===== src/rtl/subdiv_pkg.sv =====
`default_nettype none
// ============================================================================
// Module      : subdiv_pkg
// Description : Shared types and constants for the subdivision pipeline.
// Revision    : 1.0 - initial release
// ============================================================================
package subdiv_pkg;

    localparam int          ADDR_WIDTH = 9;
    localparam logic [31:0] Q_ONE      = 32'h0001_0000;

    typedef logic [3:0] state_t;
    localparam state_t ST_IDLE    = 4'd0;
    localparam state_t ST_CLEAR   = 4'd1;
    localparam state_t ST_FACE    = 4'd2;
    localparam state_t ST_FACE_RD = 4'd3;
    localparam state_t ST_PAIR    = 4'd4;
    localparam state_t ST_CNT_RD  = 4'd5;
    localparam state_t ST_SCAN    = 4'd6;
    localparam state_t ST_APPEND  = 4'd7;

    typedef logic [1:0] vsel_t;
    localparam vsel_t SEL_A = 2'd0;
    localparam vsel_t SEL_B = 2'd1;
    localparam vsel_t SEL_C = 2'd2;

    typedef struct packed {
        vsel_t src;
        vsel_t dst;
    } pair_sel_t;

    // Entry p sits at bits [4p+3:4p]: (a,b),(b,a),(b,c),(c,b),(c,a),(a,c)
    localparam logic [23:0] c_PAIR_ORDER = {
        {SEL_A, SEL_C}, {SEL_C, SEL_A}, {SEL_C, SEL_B},
        {SEL_B, SEL_C}, {SEL_B, SEL_A}, {SEL_A, SEL_B}
    };

    function automatic pair_sel_t pair_sel(input logic [2:0] p);
        logic [31:0] tbl;
        tbl = {8'h00, c_PAIR_ORDER};
        return pair_sel_t'(tbl[p*4 +: 4]);
    endfunction

endpackage
`default_nettype wire


===== src/rtl/nbr_slot_scan.sv =====
`default_nettype none
// ============================================================================
// Module      : nbr_slot_scan
// Description : Streams the neighbour words of one slot and reports a match.
// Revision    : 1.0 - initial release
// ============================================================================
module nbr_slot_scan
    import subdiv_pkg::*;
#(
    parameter int ADDR_WIDTH = subdiv_pkg::ADDR_WIDTH
) (
    input  logic                  clk,
    input  logic                  rst_n,
    input  logic                  i_start,
    input  logic [ADDR_WIDTH-1:0] i_base,
    input  logic [31:0]           i_count,
    input  logic [31:0]           i_dst,
    input  logic [31:0]           i_rd_data,
    output logic                  o_rd_en,
    output logic [ADDR_WIDTH-1:0] o_rd_addr,
    output logic                  o_done,
    output logic                  o_found
);

    logic                  r_active;
    logic                  r_rd_en;
    logic [ADDR_WIDTH-1:0] r_rd_addr;
    logic [31:0]           r_cnt;
    logic [31:0]           r_dst;
    logic [31:0]           r_issued;
    logic [31:0]           r_recv;
    logic                  r_done;
    logic                  r_found;

    // r_rd_en doubles as "read data valid now" for the read issued one edge ago
    always_ff @(negedge clk or negedge rst_n) begin
        if (!rst_n) begin
            r_active  <= 1'b0;
            r_rd_en   <= 1'b0;
            r_rd_addr <= '0;
            r_cnt     <= '0;
            r_dst     <= '0;
            r_issued  <= '0;
            r_recv    <= '0;
            r_done    <= 1'b0;
            r_found   <= 1'b0;
        end else begin
            r_done <= 1'b0;
            if (i_start) begin
                r_found <= 1'b0;
                r_recv  <= '0;
                r_cnt   <= i_count;
                r_dst   <= i_dst;
                if (i_count == 32'd0) begin
                    r_done   <= 1'b1;
                    r_active <= 1'b0;
                    r_rd_en  <= 1'b0;
                end else begin
                    r_active  <= 1'b1;
                    r_rd_en   <= 1'b1;
                    r_rd_addr <= i_base + ADDR_WIDTH'(1);
                    r_issued  <= 32'd1;
                end
            end else if (r_active) begin
                if (r_rd_en && (i_rd_data == r_dst)) begin
                    r_found  <= 1'b1;
                    r_done   <= 1'b1;
                    r_active <= 1'b0;
                    r_rd_en  <= 1'b0;
                end else if (r_rd_en && (r_recv == r_cnt - 32'd1)) begin
                    r_done   <= 1'b1;
                    r_active <= 1'b0;
                    r_rd_en  <= 1'b0;
                end else begin
                    if (r_rd_en) begin
                        r_recv <= r_recv + 32'd1;
                    end
                    if (r_issued < r_cnt) begin
                        r_rd_en   <= 1'b1;
                        r_rd_addr <= r_rd_addr + ADDR_WIDTH'(1);
                        r_issued  <= r_issued + 32'd1;
                    end else begin
                        r_rd_en <= 1'b0;
                    end
                end
            end
        end
    end

    assign o_rd_en   = r_rd_en;
    assign o_rd_addr = r_rd_en ? r_rd_addr : '0;
    assign o_done    = r_done;
    assign o_found   = r_found;

endmodule
`default_nettype wire


===== src/rtl/neighbor_builder.sv =====
`default_nettype none
// ============================================================================
// Module      : neighbor_builder
// Description : Walks the face list and builds the per-vertex neighbour table.
// Revision    : 1.0 - initial release
// ============================================================================
module neighbor_builder
    import subdiv_pkg::*;
#(
    parameter int MAX_NEIGHBOR_COUNT = 10,
    parameter int ADDR_WIDTH         = subdiv_pkg::ADDR_WIDTH
) (
    input  logic                  clk,
    input  logic                  rst_n,
    input  logic                  start,
    input  logic [31:0]           vertex_count,
    input  logic [31:0]           face_count,
    input  logic [31:0]           RAM_OBJ_Do,
    input  logic [31:0]           RAM_NBR_Do,
    output logic                  RAM_OBJ_EN,
    output logic [ADDR_WIDTH-1:0] RAM_OBJ_A,
    output logic [3:0]            RAM_OBJ_WE,
    output logic                  RAM_NBR_EN,
    output logic [ADDR_WIDTH-1:0] RAM_NBR_A,
    output logic [3:0]            RAM_NBR_WE,
    output logic [31:0]           RAM_NBR_Di,
    output logic                  busy,
    output logic                  done,
    output logic                  overflow,
    output logic                  idx_err
);

    localparam logic [ADDR_WIDTH-1:0] c_MAX_A  = ADDR_WIDTH'(MAX_NEIGHBOR_COUNT);
    localparam logic [31:0]           c_MAX_M1 = 32'(MAX_NEIGHBOR_COUNT - 1);

    state_t                r_state;
    logic [31:0]           r_v;
    logic [31:0]           r_f;
    logic [31:0]           r_face;
    logic [31:0]           r_vidx;
    logic [31:0]           r_a;
    logic [31:0]           r_b;
    logic [31:0]           r_c;
    logic [31:0]           r_dst;
    logic [31:0]           r_count;
    logic [ADDR_WIDTH-1:0] r_fbase;
    logic [ADDR_WIDTH-1:0] r_clr_a;
    logic [ADDR_WIDTH-1:0] r_sbase;
    logic [2:0]            r_pair;
    logic [1:0]            r_phase;
    logic                  r_busy;
    logic                  r_done;
    logic                  r_overflow;
    logic                  r_idx_err;
    logic                  r_obj_en;
    logic [ADDR_WIDTH-1:0] r_obj_a;
    logic                  r_nbr_en;
    logic [ADDR_WIDTH-1:0] r_nbr_a;
    logic [3:0]            r_nbr_we;
    logic [31:0]           r_nbr_di;

    pair_sel_t             w_sel;
    logic [31:0]           w_src;
    logic [31:0]           w_dst;
    logic                  w_pair_ok;
    logic [ADDR_WIDTH-1:0] w_src_base;
    logic [ADDR_WIDTH-1:0] w_v_lo;
    logic [ADDR_WIDTH-1:0] w_fbase0;
    logic                  w_scan_start;
    logic                  w_scan_en;
    logic [ADDR_WIDTH-1:0] w_scan_a;
    logic                  w_scan_done;
    logic                  w_scan_found;

    assign w_sel = pair_sel(r_pair);
    assign w_src = (w_sel.src == SEL_A) ? r_a : (w_sel.src == SEL_B) ? r_b : r_c;
    assign w_dst = (w_sel.dst == SEL_A) ? r_a : (w_sel.dst == SEL_B) ? r_b : r_c;
    assign w_pair_ok = (w_src != 32'd0) && (w_src <= r_v) &&
                       (w_dst != 32'd0) && (w_dst <= r_v);
    assign w_src_base = (w_src[ADDR_WIDTH-1:0] - ADDR_WIDTH'(1)) * c_MAX_A;
    assign w_v_lo     = vertex_count[ADDR_WIDTH-1:0];
    assign w_fbase0   = w_v_lo + w_v_lo + w_v_lo + ADDR_WIDTH'(1);

    // The count word is on RAM_NBR_Do in CNT_RD; only non-empty slots need a scan
    assign w_scan_start = (r_state == ST_CNT_RD) && (RAM_NBR_Do != 32'd0);

    nbr_slot_scan #(
        .ADDR_WIDTH (ADDR_WIDTH)
    ) u_scan (
        .clk       (clk),
        .rst_n     (rst_n),
        .i_start   (w_scan_start),
        .i_base    (r_sbase),
        .i_count   (RAM_NBR_Do),
        .i_dst     (r_dst),
        .i_rd_data (RAM_NBR_Do),
        .o_rd_en   (w_scan_en),
        .o_rd_addr (w_scan_a),
        .o_done    (w_scan_done),
        .o_found   (w_scan_found)
    );

    always_ff @(negedge clk or negedge rst_n) begin
        if (!rst_n) begin
            r_state    <= ST_IDLE;
            r_v        <= '0;
            r_f        <= '0;
            r_face     <= '0;
            r_vidx     <= '0;
            r_a        <= '0;
            r_b        <= '0;
            r_c        <= '0;
            r_dst      <= '0;
            r_count    <= '0;
            r_fbase    <= '0;
            r_clr_a    <= '0;
            r_sbase    <= '0;
            r_pair     <= '0;
            r_phase    <= '0;
            r_busy     <= 1'b0;
            r_done     <= 1'b0;
            r_overflow <= 1'b0;
            r_idx_err  <= 1'b0;
            r_obj_en   <= 1'b0;
            r_obj_a    <= '0;
            r_nbr_en   <= 1'b0;
            r_nbr_a    <= '0;
            r_nbr_we   <= '0;
            r_nbr_di   <= '0;
        end else begin
            r_done   <= 1'b0;
            r_obj_en <= 1'b0;
            r_obj_a  <= '0;
            r_nbr_en <= 1'b0;
            r_nbr_a  <= '0;
            r_nbr_we <= '0;
            r_nbr_di <= '0;
            case (r_state)
                ST_IDLE: begin
                    if (start) begin
                        r_busy     <= 1'b1;
                        r_overflow <= 1'b0;
                        r_idx_err  <= 1'b0;
                        r_v        <= vertex_count;
                        r_f        <= face_count;
                        r_face     <= '0;
                        r_fbase    <= w_fbase0;
                        if (vertex_count != 32'd0) begin
                            r_nbr_en <= 1'b1;
                            r_nbr_we <= 4'hF;
                            r_clr_a  <= c_MAX_A;
                            r_vidx   <= 32'd1;
                            r_state  <= ST_CLEAR;
                        end else begin
                            r_state <= ST_FACE;
                        end
                    end
                end
                ST_CLEAR: begin
                    if (r_vidx == r_v) begin
                        r_state <= ST_FACE;
                    end else begin
                        r_nbr_en <= 1'b1;
                        r_nbr_we <= 4'hF;
                        r_nbr_a  <= r_clr_a;
                        r_clr_a  <= r_clr_a + c_MAX_A;
                        r_vidx   <= r_vidx + 32'd1;
                    end
                end
                ST_FACE: begin
                    if (r_face == r_f) begin
                        r_done  <= 1'b1;
                        r_busy  <= 1'b0;
                        r_state <= ST_IDLE;
                    end else begin
                        r_obj_en <= 1'b1;
                        r_obj_a  <= r_fbase;
                        r_phase  <= 2'd0;
                        r_state  <= ST_FACE_RD;
                    end
                end
                ST_FACE_RD: begin
                    case (r_phase)
                        2'd0: begin
                            r_a      <= RAM_OBJ_Do;
                            r_obj_en <= 1'b1;
                            r_obj_a  <= r_fbase + ADDR_WIDTH'(1);
                            r_phase  <= 2'd1;
                        end
                        2'd1: begin
                            r_b      <= RAM_OBJ_Do;
                            r_obj_en <= 1'b1;
                            r_obj_a  <= r_fbase + ADDR_WIDTH'(2);
                            r_phase  <= 2'd2;
                        end
                        default: begin
                            r_c     <= RAM_OBJ_Do;
                            r_pair  <= 3'd0;
                            r_state <= ST_PAIR;
                        end
                    endcase
                end
                ST_PAIR: begin
                    if (r_pair == 3'd6) begin
                        r_face  <= r_face + 32'd1;
                        r_fbase <= r_fbase + ADDR_WIDTH'(3);
                        r_state <= ST_FACE;
                    end else if (!w_pair_ok) begin
                        r_idx_err <= 1'b1;
                        r_pair    <= r_pair + 3'd1;
                    end else begin
                        r_dst    <= w_dst;
                        r_sbase  <= w_src_base;
                        r_nbr_en <= 1'b1;
                        r_nbr_a  <= w_src_base;
                        r_state  <= ST_CNT_RD;
                    end
                end
                ST_CNT_RD: begin
                    r_count <= RAM_NBR_Do;
                    r_phase <= 2'd0;
                    r_state <= (RAM_NBR_Do == 32'd0) ? ST_APPEND : ST_SCAN;
                end
                ST_SCAN: begin
                    if (w_scan_done) begin
                        if (w_scan_found) begin
                            r_pair  <= r_pair + 3'd1;
                            r_state <= ST_PAIR;
                        end else begin
                            r_phase <= 2'd0;
                            r_state <= ST_APPEND;
                        end
                    end
                end
                ST_APPEND: begin
                    if (r_phase == 2'd0) begin
                        if (r_count >= c_MAX_M1) begin
                            r_overflow <= 1'b1;
                            r_pair     <= r_pair + 3'd1;
                            r_state    <= ST_PAIR;
                        end else begin
                            r_nbr_en <= 1'b1;
                            r_nbr_we <= 4'hF;
                            r_nbr_a  <= r_sbase + r_count[ADDR_WIDTH-1:0] + ADDR_WIDTH'(1);
                            r_nbr_di <= r_dst;
                            r_phase  <= 2'd1;
                        end
                    end else begin
                        // Count is bumped only after the neighbour word has landed
                        r_nbr_en <= 1'b1;
                        r_nbr_we <= 4'hF;
                        r_nbr_a  <= r_sbase;
                        r_nbr_di <= r_count + 32'd1;
                        r_pair   <= r_pair + 3'd1;
                        r_state  <= ST_PAIR;
                    end
                end
                default: begin
                    r_state <= ST_IDLE;
                end
            endcase
        end
    end

    assign RAM_OBJ_EN = r_obj_en;
    assign RAM_OBJ_A  = r_obj_a;
    assign RAM_OBJ_WE = 4'h0;
    assign RAM_NBR_EN = r_nbr_en | w_scan_en;
    assign RAM_NBR_A  = r_nbr_a | w_scan_a;
    assign RAM_NBR_WE = r_nbr_we;
    assign RAM_NBR_Di = r_nbr_di;
    assign busy       = r_busy;
    assign done       = r_done;
    assign overflow   = r_overflow;
    assign idx_err    = r_idx_err;

endmodule
`default_nettype wire


===== config.mk =====
export PLATFORM = sky130hd
export DESIGN_NAME = neighbor_builder
export DESIGN_NICKNAME = d
export VERILOG_FILES = /design/src/rtl/subdiv_pkg.sv /design/src/rtl/nbr_slot_scan.sv /design/src/rtl/neighbor_builder.sv
export SDC_FILE = /design/constraint.sdc
export NUM_CORES = 2
export LEC_CHECK = 0
export BUFFER_PORTS_ARGS = -buffer_cell sky130_fd_sc_hd__buf_4
export CORE_MARGIN = 8
export CORE_UTILIZATION = 34
export CTS_CLUSTER_DIAMETER = 100
export CTS_CLUSTER_SIZE = 14
export DETAILED_ROUTE_END_ITERATION = 8
export PLACE_DENSITY = 0.53
export SLEW_MARGIN = 40
export SYNTH_ARGS = -nofsm -noshare
export SYNTH_HDL_FRONTEND = slang
export SYNTH_SLANG_ARGS = --single-unit

===== constraint.sdc =====
create_clock -name clk -period 6.4 [get_ports clk]
set_input_delay 0.96 -clock clk [delete_from_list [all_inputs] [get_ports clk]]
set_output_delay 0.96 -clock clk [all_outputs]
set_load 0.005 [all_outputs]

# == After elaboration in Yosys (flattened, before gate mapping) ==
# Index checks and enable logic that the tools add are counted.
# op_classes
bitwise,4
magnitude_cmp,4
shift,1
mul,1
muxes,123
add_sub_neg,19
n_eq_ne,37
n_reduce_logical,42
# op_table
operator,count
two-way mux 32 bit,23
two-way mux 9 bit,18
"adder 32 x 1 -> 32 bit, second input constant",5
equality test 32 bit,4
one-hot mux 32 bit (2 select lines),2
nonzero test 32 bit,4
one-hot mux 9 bit (2 select lines),4
less-or-equal comparator 32 bit,2
two-way mux 4 bit,13
"adder 9 x 1 -> 9 bit, second input constant",5
two-way mux 1 bit,37
"greater-or-equal comparator 32 x 4 -> 1 bit, second input constant",1
zero test 32 bit,1
< comparator 32 bit,1
one-hot mux 4 bit (8 select lines),1
"variable part select 32 x 6 -> 4 bit, first input constant",1
"subtractor 32 x 1 -> 32 bit, second input constant",1
"inequality test 2 bit, second input constant",15
adder 9 bit,3
one-hot mux 9 bit (3 select lines),1
two-way mux 3 bit,7
"adder 9 x 2 -> 9 bit, second input constant",2
"equality test 4 x 3 -> 1 bit, second input constant",4
two-way mux 2 bit,8
32 further kinds,68
# totals
reg_bits,524
output_inout_bits,64
inputBits,131
elab_cells,265

# == Depth between registers and ports, before layout ==
# logic_depth
ltp_word,11
mapped_depth,22
mapped_depth_nobuf,20

# == Cells and area by module ==
# Synthesis repeated with hierarchy kept, for this count alone.
# hier_totals
hier_cells,3324
area_unflattened_um2,31283.8
# modules_own_cells
module,n_inst,area_per_inst_um2,cells_per_inst,seq_area_each_um2
neighbor_builder,1,21991.1,2281,9459.1
nbr_slot_scan,1,9292.7,1043,3528.4

==> run summary <==
Die width - 316.5 µm
Post-Route Hold Slack - 0.4417 ns
Final nets - 3,928
CTS tree - built
Crit Path Category - in2reg
TritonRoute pass-1 iters - 6
Commonest non-fill, non-tap cell in the layout - nand2_1
I/O pin count - 195
Largest net degree at the start of global routing - 97
Synth Instances - 3,420
GRT Util Overall - 20.46%
Leak pwr - 15.95 nW
Power after layout - 18.69 mW
Core area - 89,740 µm²
Power density over cell area - 526.0 nW/µm²
Final TNS setup - 0 ns
Via count - 26,030
Max Root-Sink Buffers - 3
Synth warn - 0
Fill count - 9,087
Clock slew at reported path FFs - 0.05 ns
Mean post-synth cell area - 8.978 µm²
Final worst slack - 0.2188 ns
Area taken by multi-input logic gates - 16,520 µm²
Max Slew Vio Count - 0
Synth top area cells - dfrtn_1, nand2_1, ha_1
Clock latency on the worst-skew pair - 0.58 ns
Critical Path Sink Type - flip-flop
Root buffer cell - clkbuf_16
Grt ovf - 0
Asr flop ratio synth - 100.0%
EDFF count, synth - 0
Critical path, cell by cell - buf_4 > xor2_1 > nor2_1 > nor4b_1 > and4_1 > or2_2 > a211oi_1 > nand4_1 > or3_1 > a21oi_1
Cell area after synthesis - 30,700 µm²
Clock sink total - 519
Drt total wl - 104.2 mm
Worst path arrival time - 3.58 ns
CP max-delay cell - a211oi_1
Initial antenna violation count - 2
Crit-path max FO - 5
Main flop type after synthesis - dfrtn_1
Min-delay worst type - reg2reg
Wirelength per Cell - 21.56 µm
Max IR drop VDD - 0.3856 mV
Cts hold-fix bufs - 0
Die Y-Extent - 316.5 µm
Unique masters post-synth - 89
DRC - 0
RSZ-0062 raised after global routing - false
CP peak stage delay - 0.61 ns
Final core utilization - 39.59%
Register area share after synthesis - 42.30%
Share of post-route cells with drive strength above 1 - 15.57%
Relative slew slack - 39.72%
Top cell type's share of synthesized area - 42.30%
Initial core utilization - 34.22%
H-tree depth - 2
Worst setup SP type - input port
Synth Register Bits - 519
Syn-to-layout area delta - 15.72%
Clock Skews - 0.02794 ns
Die Area - 100,200 µm²
Worst EP required - 3.80 ns
Most frequent cells in the layout - nand2_1, dfrtn_1, buf_4
Measured slew at the worst slew-check pin - 0.8959 ns
Max_cap viols - 0
Drt first-iter violations - 2,084
Status - finished, final reports clean
CTS buffer count - 43
Vias in the first global route - 25,470
Final-report setup violation count - 0
Seq. cell area - 12,990 µm²
Final antenna-violating net count - 0
Setup Buffers After CTS - 0
GPL Wtd Cong - 0.9247
DP Worst Slack - -0.3900 ns
Final Hold Fails - 0
Area leader, netlist - dfrtn_1
Detailed Place HPWL - 80.26 mm
Row count - 110
Number of gates resized after CTS - 0
Vias/cell - 5.387
Global-route wire length before repair - 159.4 mm
IO buf count - 190
flip-flops by register name (all words and copies together) (netlist names), 9 cells and up:
| register | count |
|---|---|
| r_c | 32 |
| r_vidx | 32 |
| u_scan.r_recv | 32 |
| u_scan.r_rd_addr | 9 |
| r_nbr_a | 9 |
| r_fbase | 9 |
| r_b | 32 |
| r_face | 32 |
| u_scan.r_dst | 32 |
| u_scan.r_issued | 32 |
| r_a | 32 |
| r_dst | 32 |
| RAM_OBJ_A | 9 |
| r_v | 32 |
| u_scan.r_cnt | 32 |
| RAM_NBR_Di | 32 |
| r_f | 32 |
| r_count | 32 |
final timing paths:
kind,start,endpoint,slack [ns],depth (start not counted)
worst min register to register,r_dst[14]$_DFFE_NN0P_,u_scan.r_dst[14]$_DFFE_NN0P_,0.44,2
worst max register to register,r_pair[0]$_DFFE_NN0P_,r_dst[27]$_DFFE_NN0P_,0.65,18
worst max-delay path,RAM_NBR_Do[22],u_scan.r_issued[18]$_DFFE_NN0P_,0.22,10
min in group asynchronous,rst_n,r_b[7]$_DFFE_NN0P_,3.41,1
worst min-delay path,r_dst[14]$_DFFE_NN0P_,u_scan.r_dst[14]$_DFFE_NN0P_,0.44,2
max in group asynchronous,rst_n,r_face[15]$_DFFE_NN0P_,2.08,2
report_power, final:
group          internal, mW  total, mW  switching (mW)
Combinational          4.16       10.2            6.00
Clock                  1.22       2.46            1.24
Sequential             4.55       6.07            1.52
cells in the mapped netlist (all sizes together) (24+ instances only):
| library cell | instances |
|---|---|
| ha | 143 |
| mux2 | 111 |
| a31oi | 35 |
| nand2b | 41 |
| nor3 | 61 |
| nor2 | 215 |
| xor2 | 102 |
| nand2 | 624 |
| and3 | 39 |
| nor4 | 54 |
| o21ai | 211 |
| a21o | 29 |
| inv | 157 |
| nand4 | 102 |
| mux2i | 30 |
| xnor2 | 166 |
| nor3b | 24 |
| buf | 48 |
| nand3 | 89 |
| dfrtn | 519 |
| clkbuf | 117 |
| a21oi | 146 |
| or3 | 46 |
kinds of logic (layout without fill, tap and decap cells):
kind of cell    after synthesis  count (layout)  synth area share, %
other cells                   1               5              0.01221
simple gates               1397            1397                21.93
buf+inv                     322             554                4.201
fa+ha+maj                   146             146                6.023
xor+xnor                    269             269                7.718
mux                         141             141                5.049
compound gates              625             625                12.77
flops                       519             519                42.30
routing by layer:
layer  vias to the layer above  track usage (%)  routed length [µm]
met5                         -                0                   0
met4                         0            4.716                2267
met3                       117            3.329                6523
met2                       732            32.50               46840
met1                     12790            29.09               48520
li1                      12400                -                   -
final cells by class:
class | instances | area share, %
Multi-Input combinational cell | 2582 | 46.50
Sequential cell | 519 | 36.55
Timing Repair Buffer | 348 | 7.959
Tap cell | 1176 | 4.141
Clock buffer | 46 | 3.117
Inverter | 157 | 1.659
Clock inverter | 3 | 0.05987
Antenna cell | 1 | 0.007043
through the flow:
step           cell area (µm²)  std cells
2_1_floorplan            30720       3423
4_1_cts                  35480       4829
3_3_place_gp             34340       4780
6_report                 35530       4832
3_5_place_dp             34350       4780
5_1_grt                  35530       4831
worst max-delay path: cells and delay by family:
kind                   cells  cell delay (ns)
AND/OR/NAND/NOR            6             1.55
AO/OA/AOI/OAI              2             0.76
XOR/XNOR                   1             0.20
buffers and inverters      1             0.12
Power figures use the tool's default switching activity.
